<file path="src/rtl/alarm_sequencer.sv">
// alarm_sequencer
//   Alarm state machine for the alarm clock. It compares the running time
//   with the programmed alarm time and raises a ringing condition. It also
//   sequences the snooze and auto-stop intervals, which are timed by the
//   1 Hz sec_tick.
//
// Ports
//   clk_in        system clock (rising edge)
//   reset         synchronous, active-high reset
//   sec_tick      1-cycle pulse once per second
//   cur_hour/min/sec    running time
//   alarm_hour/min      programmed alarm time
//   alarm_enable  level; 0 forces OFF from any state
//   snooze_btn    1-cycle pulse
//   stop_btn      1-cycle pulse
//   armed/ringing/snoozing  registered one-hot status of ARMED/RINGING/SNOOZE
//   buzzer        beep pattern; 0 outside RINGING
//   snooze_cnt    snoozes used in the current alarm event
//   state_dbg     current FSM state encoding (OFF=0, ARMED=1, RINGING=2, SNOOZE=3)
//
// Handshake: there are no valid/ready pairs. The button and tick inputs are
// single-cycle pulses that are sampled on the rising clock edge. Every output
// is a registered level.
module alarm_sequencer #(
  parameter int SNOOZE_SEC = 300,
  parameter int RING_SEC   = 600,
  parameter int MAX_SNOOZE = 3,
  localparam int CNT_W = (MAX_SNOOZE > 0) ? $clog2(MAX_SNOOZE + 1) : 1,
  localparam int TMR_W = $clog2(((SNOOZE_SEC > RING_SEC) ? SNOOZE_SEC : RING_SEC) + 1)
) (
  input  logic             clk_in,
  input  logic             reset,
  input  logic             sec_tick,
  input  logic [4:0]       cur_hour,
  input  logic [5:0]       cur_min,
  input  logic [5:0]       cur_sec,
  input  logic [4:0]       alarm_hour,
  input  logic [5:0]       alarm_min,
  input  logic             alarm_enable,
  input  logic             snooze_btn,
  input  logic             stop_btn,
  output logic             armed,
  output logic             ringing,
  output logic             snoozing,
  output logic             buzzer,
  output logic [CNT_W-1:0] snooze_cnt,
  output logic [1:0]       state_dbg
);

  typedef enum logic [1:0] {
    ST_OFF     = 2'd0,
    ST_ARMED   = 2'd1,
    ST_RINGING = 2'd2,
    ST_SNOOZE  = 2'd3
  } state_t;

  localparam logic [TMR_W-1:0] RING_LAST   = TMR_W'(RING_SEC - 1);
  localparam logic [TMR_W-1:0] SNOOZE_LAST = TMR_W'(SNOOZE_SEC - 1);
  localparam logic [CNT_W-1:0] CNT_MAX     = CNT_W'(MAX_SNOOZE);

  state_t             state_q, state_d;
  logic [TMR_W-1:0]   timer_q, timer_d;
  logic [CNT_W-1:0]   cnt_q, cnt_d;
  logic               buzzer_q, buzzer_d;
  logic               match_q, match_d;
  logic               armed_q, armed_d;
  logic               ringing_q, ringing_d;
  logic               snoozing_q, snoozing_d;
  logic               trigger;

  always_comb begin
    state_d  = state_q;
    timer_d  = timer_q;
    cnt_d    = cnt_q;
    buzzer_d = buzzer_q;
    match_d  = (cur_hour == alarm_hour) && (cur_min == alarm_min) && (cur_sec == 6'd0);
    // Rising edge of match only: a held 07:30:00 cannot fire twice.
    trigger  = match_d && !match_q;

    if (!alarm_enable) begin
      state_d = ST_OFF;
    end else begin
      case (state_q)
        ST_OFF: state_d = ST_ARMED;
        ST_ARMED: begin
          if (trigger) begin
            state_d  = ST_RINGING;
            timer_d  = '0;
            buzzer_d = 1'b1;
            cnt_d    = '0;
          end
        end
        ST_RINGING: begin
          if (stop_btn) begin
            state_d = ST_ARMED;
          end else if (snooze_btn && (cnt_q < CNT_MAX)) begin
            state_d = ST_SNOOZE;
            timer_d = '0;
            cnt_d   = cnt_q + CNT_W'(1);
          end else if (sec_tick) begin
            if (timer_q == RING_LAST) begin
              state_d = ST_ARMED;
            end else begin
              timer_d  = timer_q + TMR_W'(1);
              buzzer_d = !buzzer_q;
            end
          end
        end
        ST_SNOOZE: begin
          if (stop_btn) begin
            state_d = ST_ARMED;
          end else if (sec_tick) begin
            if (timer_q == SNOOZE_LAST) begin
              state_d  = ST_RINGING;
              timer_d  = '0;
              buzzer_d = 1'b1;
            end else begin
              timer_d = timer_q + TMR_W'(1);
            end
          end
        end
        default: state_d = ST_OFF;
      endcase
    end

    if (state_d != ST_RINGING) buzzer_d = 1'b0;

    armed_d    = (state_d == ST_ARMED);
    ringing_d  = (state_d == ST_RINGING);
    snoozing_d = (state_d == ST_SNOOZE);
  end

  always_ff @(posedge clk_in) begin
    if (reset) begin
      state_q    <= ST_OFF;
      timer_q    <= '0;
      cnt_q      <= '0;
      buzzer_q   <= 1'b0;
      match_q    <= 1'b0;
      armed_q    <= 1'b0;
      ringing_q  <= 1'b0;
      snoozing_q <= 1'b0;
    end else begin
      state_q    <= state_d;
      timer_q    <= timer_d;
      cnt_q      <= cnt_d;
      buzzer_q   <= buzzer_d;
      match_q    <= match_d;
      armed_q    <= armed_d;
      ringing_q  <= ringing_d;
      snoozing_q <= snoozing_d;
    end
  end

  assign armed      = armed_q;
  assign ringing    = ringing_q;
  assign snoozing   = snoozing_q;
  assign buzzer     = buzzer_q;
  assign snooze_cnt = cnt_q;
  assign state_dbg  = state_q;

endmodule

</file>
<file path="config.mk">
export PLATFORM = sky130hd
export DESIGN_NAME = alarm_sequencer
export DESIGN_NICKNAME = d
export VERILOG_FILES = /design/src/rtl/alarm_sequencer.sv
export SDC_FILE = /design/constraint.sdc
export NUM_CORES = 1
export LEC_CHECK = 0
export CAP_MARGIN = 10
export CORE_ASPECT_RATIO = 2
export CORE_MARGIN = 4
export CORE_UTILIZATION = 45
export DETAILED_ROUTE_END_ITERATION = 12
export GPL_TIMING_DRIVEN = 0
export PLACE_DENSITY = 0.77
export SYNTH_ARGS = -nofsm -noshare
export SYNTH_HDL_FRONTEND = slang
export SYNTH_SLANG_ARGS = --single-unit
</file>
<file path="constraint.sdc">
create_clock -name clk_in -period 2.6 [get_ports clk_in]
set_input_delay 0.52 -clock clk_in [delete_from_list [all_inputs] [get_ports clk_in]]
set_output_delay 0.52 -clock clk_in [all_outputs]
set_load 0.02 [all_outputs]
</file>
==> implementation parameters, run 1 <==
Parameter                              Value

Status
  Result of the run ... finished clean

STA
  Highest clock rate ... 389 MHz
  Final count of pins violating max slew ... 0
  Setup Skew ... 0.718 ps
  Slew HR ... 62.7%
  Worst Tran Pin Value ... 559 ps
  Portion of the clock cycle consumed by the worst path in the final layout ... 98.8%
  Number of hold-slack violations in the final timing report ... 0
  Final worst hold slack ... 495 ps
  Total of endpoints with negative setup slack in the final report ... 0
  Crit path time final ... 2570 ps
  Unrepaired setup endpoints after global routing ... true

Synth
  Count leader, synth ... sky130_fd_sc_hd__dfxtp_1
  Post-Synthesis Cell Area ... 0.00121 mm2
  Multiplexer share of the synthesized area ... 0.827%
  Xor-xnor portion of the synthesized cell area ... 7.96%
  Synth Area in Compound Gates ... 18.8%
  Sequential share of the synthesized area ... 31.4%
  Top cells by instance count after synthesis ... 19 x sky130_fd_sc_hd__dfxtp_1, 11 x sky130_fd_sc_hd__xnor2_1, 10 x sky130_fd_sc_hd__nand2b_1, 10 x sky130_fd_sc_hd__nor2_1
  Post-synth top area share ... 31.4%
  Main combinational cell family by area after synthesis ... simple AND/OR/NAND/NOR gates
  Mean post-synth cell area ... 8.29 um2
  Register bit total from synthesis ... 19
  Post-synthesis simple-gate area fraction ... 35.2%
  Yosys top cell by area ... sky130_fd_sc_hd__dfxtp_1
  Synth async-reset ratio ... 0%
  Most common flop cell mapped by yosys ... sky130_fd_sc_hd__dfxtp_1
  Post-synth EDFFs ... 0
  Number of cells produced by synthesis ... 146
  Total nets after synthesis ... 182
  Warnings from Yosys ... 0
  Unique masters post-synth ... 44
  Synth Area in Adders ... 2.07%
  Leading cell types by total area after synthesis ... sky130_fd_sc_hd__dfxtp_1 31%, sky130_fd_sc_hd__xnor2_1 8.0%, sky130_fd_sc_hd__nand2b_1 5.2%

Routing
  Antenna Nets Post-Route ... 0
  Routed wirelength normalized by instance count ... 15.8 um
  Vias ... 1296
  WL met2 ... 2.01 mm
  Number of DRC markers in iteration 0 ... 17
  Total length of routed met3 wires ... 162 um
  Total iterations of the first detailed-routing run ... 4
  Routed wire length ... 3.46 mm
  Count of unresolved DRC violations after routing ... 0
  Sum of routed wire segments on met1 ... 1.19 mm
  Vias per cell ... 5.92
  Highest routing layer actually used ... met4

Global route
  Largest net degree at the start of global routing ... 12
  Wire length of the first global-routing pass ... 5.44 mm
  GRT Total Usage ... 19.9%
  Global route overflow ... 0
  Number of antenna violations at the first check in global routing ... 0
  Vias in the first global route ... 1347

Floorplan
  Num ports ... 42
  Placeable core area ... 0.00257 mm2
  Height of the die ... 81.3 um
  Number of rows created at floorplan ... 26
  DIE AREA ... 0.00363 mm2
  Die W ... 44.7 um
  Initial core utilization ... 47.1%

Layout
  Layout fillers ... 206
  P&R area growth vs syn ... 45.4%
  Layout cells sized above 1 ... 11.0%
  # diodes ... 0
  Multi-input gate area ... 821 um2
  Layout Cell Area excl Fill ... 0.00176 mm2
  NumNets Final ... 228
  Sequential Area ... 380 um2

Critical path
  Critical Path AT ... 2770 ps
  CP max-delay cell ... sky130_fd_sc_hd__or4_4
  Top Family by Delay on Critical Path ... simple AND/OR/NAND/NOR gates
  Data required, critical path ... 2800 ps
  Capturing element type of the critical path ... flip-flop
  CP startpoint kind ... input port
  Crit-path max cell delay ... 550 ps
  Critical path, cell by cell ... clkdlybuf4s50_1 -> xnor2_1 -> nand3_1 -> or4_4 -> o21ba_4 -> buf_8 -> buf_4 -> or3_1 -> a21boi_1
  Crit path kind ... in2reg
  WP buf/inv ... 3
  Crit Path Max Fanout ... 8

Clock network
  Clock tree sinks ... 19
  Total number of H-tree levels ... 1
  Worst-skew pair later-pin latency ... 260 ps
  TritonCTS clock tree ... done
  Number of buffers on the longest clock path ... 2
  CTS root buffer ... sky130_fd_sc_hd__clkbuf_8
  Inserted Clock Buffers ... 3
  Hold buffers post-CTS ... 0
  Clock-pin slew of the registers on the worst-case setup and hold paths ... 70 ps

Power
  Static Leakage ... 0.000648 uW
  Power density over the cells ... 351 mW/mm2
  IR drop worst, VDD ... 0.267 mV

Worst hold path
  Type of the most critical hold path ... reg2reg

Placed design
  Gpl congestion ... 0.925
  Detailed Place HPWL ... 2.78 mm
  Placement-stage cell area ... 0.00165 mm2
  I/O Buffers ... 40

Job
  Number of maximum-capacitance violations ... 0
-- logic make-up after synthesis --
kind of cell / after synthesis
and+or+nand+nor: 71
xor gates and xnor gates: 11
AOI/OAI and AO/OA: 32
muxes: 1
DFF: 19
buffers and inverters: 10
adders and majority gates: 2
-- what timing repair did --
action,CTS,global route
pin swaps,2,14
buffers inserted,0,1
resized for setup,2,17
endpoints found under the setup margin,8,4
-- layer usage --
layer	GRT usage, %	vias up
met5	0	-
met4	11.8	0
met3	3.77	9
met2	39.5	52
met1	16.7	605
li1	-	630
-- flip-flops by register name, indices dropped and copies added, names as in the netlist --
name and flops:
snooze_cnt 2, match_q 1, ringing 1, buzzer 1
timer_q 10, armed 1, snoozing 1, state_dbg 2
-- worst reg2reg max path, delay by kind of cell (launching register included) --
family / cells / cell delay [ps]
fa+ha+maj: 1 / 230
flops: 1 / 340
compound gates: 3 / 700
simple gates: 3 / 970
-- path summary, 6_finish.rpt --
path | to | slack [ps] | cells after the start | startpoint
setup / recovery | buzzer | 30 | 9 | alarm_min[3]
hold / removal | timer_q[0] | 500 | 1 | timer_q[0]
setup reg to reg | timer_q[7] | 260 | 7 | snooze_cnt[0]
hold reg to reg | timer_q[0] | 500 | 1 | timer_q[0]
-- cell usage in the layout, fill, tap and decap left out, types with 2 or more instances in the layout --
master	n
sky130_fd_sc_hd__o31a_1	2
sky130_fd_sc_hd__clkbuf_8	3
sky130_fd_sc_hd__a31oi_1	2
sky130_fd_sc_hd__xnor2_1	11
sky130_fd_sc_hd__nor2b_1	4
sky130_fd_sc_hd__nand2_1	7
sky130_fd_sc_hd__or4b_1	2
sky130_fd_sc_hd__dlymetal6s2s_1	8
sky130_fd_sc_hd__ha_1	2
sky130_fd_sc_hd__nand4b_1	2
sky130_fd_sc_hd__nor2_1	9
sky130_fd_sc_hd__or3_1	5
sky130_fd_sc_hd__or3b_2	2
sky130_fd_sc_hd__o21ai_0	9
sky130_fd_sc_hd__or4_4	2
sky130_fd_sc_hd__clkdlybuf4s50_1	32
sky130_fd_sc_hd__nor3_1	6
sky130_fd_sc_hd__a21oi_1	3
sky130_fd_sc_hd__dfxtp_1	19
sky130_fd_sc_hd__clkbuf_1	2
sky130_fd_sc_hd__a21o_1	2
sky130_fd_sc_hd__inv_1	7
sky130_fd_sc_hd__o311ai_1	2
sky130_fd_sc_hd__nand4_1	3
sky130_fd_sc_hd__nand3_1	9
sky130_fd_sc_hd__nand2b_1	9
-- metrics by stage --
stage | utilization, % | instances | setup slack [ps] | power, uW | setup TNS [ps]
3_5_place_dp | 64.0 | 214 | -334 | 410 | -3060
4_1_cts | 66.0 | 218 | -54.2 | 619 | -54.2
6_report | 68.5 | 219 | 30.0 | 618 | 0
2_1_floorplan | - | 146 | 288 | 343 | 0
5_1_grt | 68.5 | 219 | -33.7 | 638 | -33.7
3_3_place_gp | 64.0 | 214 | -256 | 407 | -2310
-- final cells by class --
type                            count  share of cell area, %
Clock inverter                      1                  0.284
Sequential cell                    19                   21.6
Buffer                              3                   1.28
Multi-Input combinational cell    117                   46.7
Inverter                            7                   1.49
Tap cell                           28                   1.99
Clock buffer                        3                   2.35
Timing Repair Buffer               41                   24.3
-- power by group --
group / leakage (uW) / internal (uW) / switching [uW]
logic: 0.000469 / 70.0 / 42.7
clock network: 0.0000255 / 107 / 103
registers: 0.000153 / 293 / 2.31
total: 0.000648 / 470 / 148
Note: power is estimated with default switching activity, not from simulation.
==> inputs of run 2 (changes only) <==
GPL_TIMING_DRIVEN = default   (was 0)
==> run 2 against run 1 <==
Utilization increased by 0.19 points. Routed wire length decreased by 2.1%. Flip-flop and latch count unchanged. Via count increased by 2.0%. Fmax increased by 3.7%. Die area unchanged. Total power decreased by 1.1%. Sequential power about the same. Count of clock-buffer cells in the layout increased by 1. Design area increased by 0.28%. Clock skew increased by 1.5 ps. Sequential share of layout area decreased by 0.061 points. Critical path type unchanged.
==> implementation parameters, run 2 (synthesis gave the netlist of run 1 again) <==
Parameter                              Value

STA
  Worst Tran Pin Value ... 521 ps (-37.9 ps)
  Highest clock rate ... 404 MHz (+3.7%)
  Final worst hold slack ... 478 ps (-17.7 ps)
  Setup Skew ... 2.23 ps (+1.51 ps)
  Setup tns final ... 0 ps (unchanged)
  Unrepaired setup endpoints after global routing ... false
  Crit path time final ... 2480 ps (-92.3 ps)
  Slew HR ... 65.2% (+2.5 points)
  Portion of the clock cycle consumed by the worst path in the final layout ... 95.3% (-3.6 points)
  Total of endpoints with negative setup slack in the final report ... 0 (unchanged)
  Number of hold-slack violations in the final timing report ... 0 (unchanged)
  Final count of pins violating max slew ... 0 (unchanged)

Layout
  Register with the highest flop count ... timer_q
  Most common library cell in the layout ignoring fill and taps ... sky130_fd_sc_hd__clkdlybuf4s50_1
  Largest register FFs ... 10 (unchanged)
  NumNets Final ... 236 (+3.5%)
  # diodes ... 0 (unchanged)
  Layout cells sized above 1 ... 11.1% (+0.061 points)
  Final core occ ... 68.6% (+0.19 points)
  Layout fillers ... 226 (+9.7%)
  P&R area growth vs syn ... 45.8%
  Most frequent cells in the layout ... 41 x sky130_fd_sc_hd__clkdlybuf4s50_1, 19 x sky130_fd_sc_hd__dfxtp_1, 11 x sky130_fd_sc_hd__xnor2_1, 11 x sky130_fd_sc_hd__buf_4

Critical path
  Worst setup path start ... alarm_hour[4]
  Capturing point of the worst reg2reg path ... timer_q[2]
  Worst R2R Path Depth ... 7 (unchanged)
  Crit path kind ... in2reg
  R2R Setup Slk ... 250 ps (about the same)
  Critical Path AT ... 2660 ps (-110 ps)
  Worst reg2reg startpoint ... timer_q[4]
  Data required, critical path ... 2780 ps (-20 ps)
  Endpoint of the most critical setup path ... buzzer
  Crit Path Max Fanout ... 7 (-1)
  CP startpoint kind ... input port
  Capturing element type of the critical path ... flip-flop

Global route
  Largest net degree at the start of global routing ... 19 (+7)
  Global route overflow ... 0 (unchanged)
  GRT Total Usage ... 20.4% (+0.48 points)
  Wire length of the first global-routing pass ... 5.66 mm (+4.0%)
  Vias in the first global route ... 1388 (+3.0%)
  Number of antenna violations at the first check in global routing ... 0 (unchanged)

Floorplan
  DIE AREA ... 0.00363 mm2 (unchanged)
  Num ports ... 42 (unchanged)
  Die W ... 44.7 um (unchanged)
  Placeable core area ... 0.00257 mm2 (unchanged)
  Initial core utilization ... 47.1% (unchanged)
  Number of rows created at floorplan ... 26 (unchanged)
  Height of the die ... 81.3 um (unchanged)

Power
  Final total power ... 611 uW (-1.1%)
  Static Leakage ... 0.000604 uW (-6.9%)
  IR drop worst, VDD ... 0.262 mV (-2.0%)
  Power density over the cells ... 346 mW/mm2 (-1.3%)
  NetSw ... 136 uW (-8.2%)
  Total internal power ... 475 uW (+1.2%)
  Combinational group share of total power ... 18.9% (+0.6 points)
  Proportion of power drawn by the clock network ... 33.1% (-0.9 points)
  Switching fraction of total power ... 22.2% (-1.7 points)
  Sequential group share of total power ... 48.1% (+0.3 points)

Clock network
  Hold buffers post-CTS ... 0 (unchanged)
  Inserted Clock Buffers ... 3 (unchanged)
  Number of buffers on the longest clock path ... 2 (unchanged)
  Total number of H-tree levels ... 1 (unchanged)
  Post-CTS Setup Bufs ... 0 (unchanged)
  Clock-pin slew of the registers on the worst-case setup and hold paths ... 70 ps (about the same)
  TritonCTS clock tree ... done
  Clock tree sinks ... 19 (unchanged)
  Quantity of gates resized following cts ... 0 (-2)
  CTS root buffer ... sky130_fd_sc_hd__clkbuf_8
  Worst-skew pair later-pin latency ... 250 ps (about the same)

Routing
  Routed wire length ... 3.39 mm (-2.1%)
  Routed wirelength normalized by instance count ... 14.9 um (-5.5%)
  Antenna Nets Post-Route ... 0 (unchanged)
  Count of unresolved DRC violations after routing ... 0 (unchanged)
  Number of DRC markers in iteration 0 ... 36 (+19)
  Total iterations of the first detailed-routing run ... 4 (unchanged)
  Vias ... 1322 (+2.0%)
  Vias per cell ... 5.82 (-1.6%)

Placed design
  Detailed Place HPWL ... 2.88 mm (+3.7%)
  I/O Buffers ... 41 (+2.5%)
  Gpl congestion ... 0.908 (-1.8%)

Worst hold path
  Type of the most critical hold path ... reg2reg

Job
  Number of maximum-capacitance violations ... 0 (unchanged)

Status
  Result of the run ... finished clean
==> run 2: metal layers <==
layer  vias up  track usage [%]  part of all wire (%)
met1       613             17.8                    33
met2        57             40.9                    60
met4         0             10.3                   2.4
met5         -                0                     0
met3        10             3.33                   5.4
li1        642                -                     -
==> run 2: stage by stage <==
stage | setup slack [ps] | instance area, um2 | instances
2_1_floorplan | 288 | 1210 | 146
3_3_place_gp | -119 | 1720 | 223
3_5_place_dp | -157 | 1720 | 223
4_1_cts | 102 | 1760 | 227
5_1_grt | 13.7 | 1760 | 227
6_report | 122 | 1760 | 227
==> run 2: worst min-delay path by stage <==
stage / end / slack (ps) / startpoint / cells after the start
after floorplan: timer_q[0] / 440 / timer_q[0] / 1
after global placement: timer_q[0] / 460 / timer_q[0] / 1
after detailed placement: timer_q[0] / 470 / timer_q[0] / 1
after CTS: timer_q[0] / 490 / timer_q[0] / 1
after global routing: snooze_cnt[1] / 520 / snooze_cnt[1] / 2
final: timer_q[0] / 480 / timer_q[0] / 1
==> run 2: cell type report <==
cell class / instances / area, um2 / share of cell area [%]
sequential: 19 / 380 / 21.6
inverter: 7 / 26.3 / 1.49
tap: 28 / 35.0 / 1.99
timing repair buffer: 52 / 493 / 27.9
multi-input combinational: 117 / 785 / 44.5
clock buffer: 4 / 45.0 / 2.55
==> run 2: worst max-delay path, cell delays in order <==
cell and delay, ps:
sky130_fd_sc_hd__clkdlybuf4s50_1 470, sky130_fd_sc_hd__xnor2_1 120, sky130_fd_sc_hd__nand4_1 110, sky130_fd_sc_hd__or4_4 540, sky130_fd_sc_hd__o21ba_1 220, sky130_fd_sc_hd__buf_4 170, sky130_fd_sc_hd__or3_1 350, sky130_fd_sc_hd__a21boi_1 150
==> run 2: power by group through the flow <==
stage	registers [uW]	clock network, uW	logic [uW]
2_1_floorplan	304	0	39.5
3_3_place_gp	300	0	113
3_5_place_dp	300	0	116
4_1_cts	294	207	116
5_1_grt	294	220	123
6_report	294	202	115
==> inputs of run 3 (changes only) <==
CAP_MARGIN = 20   (was 10)
==> results of run 3 <==
The final DEF is identical to that of run 2; final timing and power are the same.
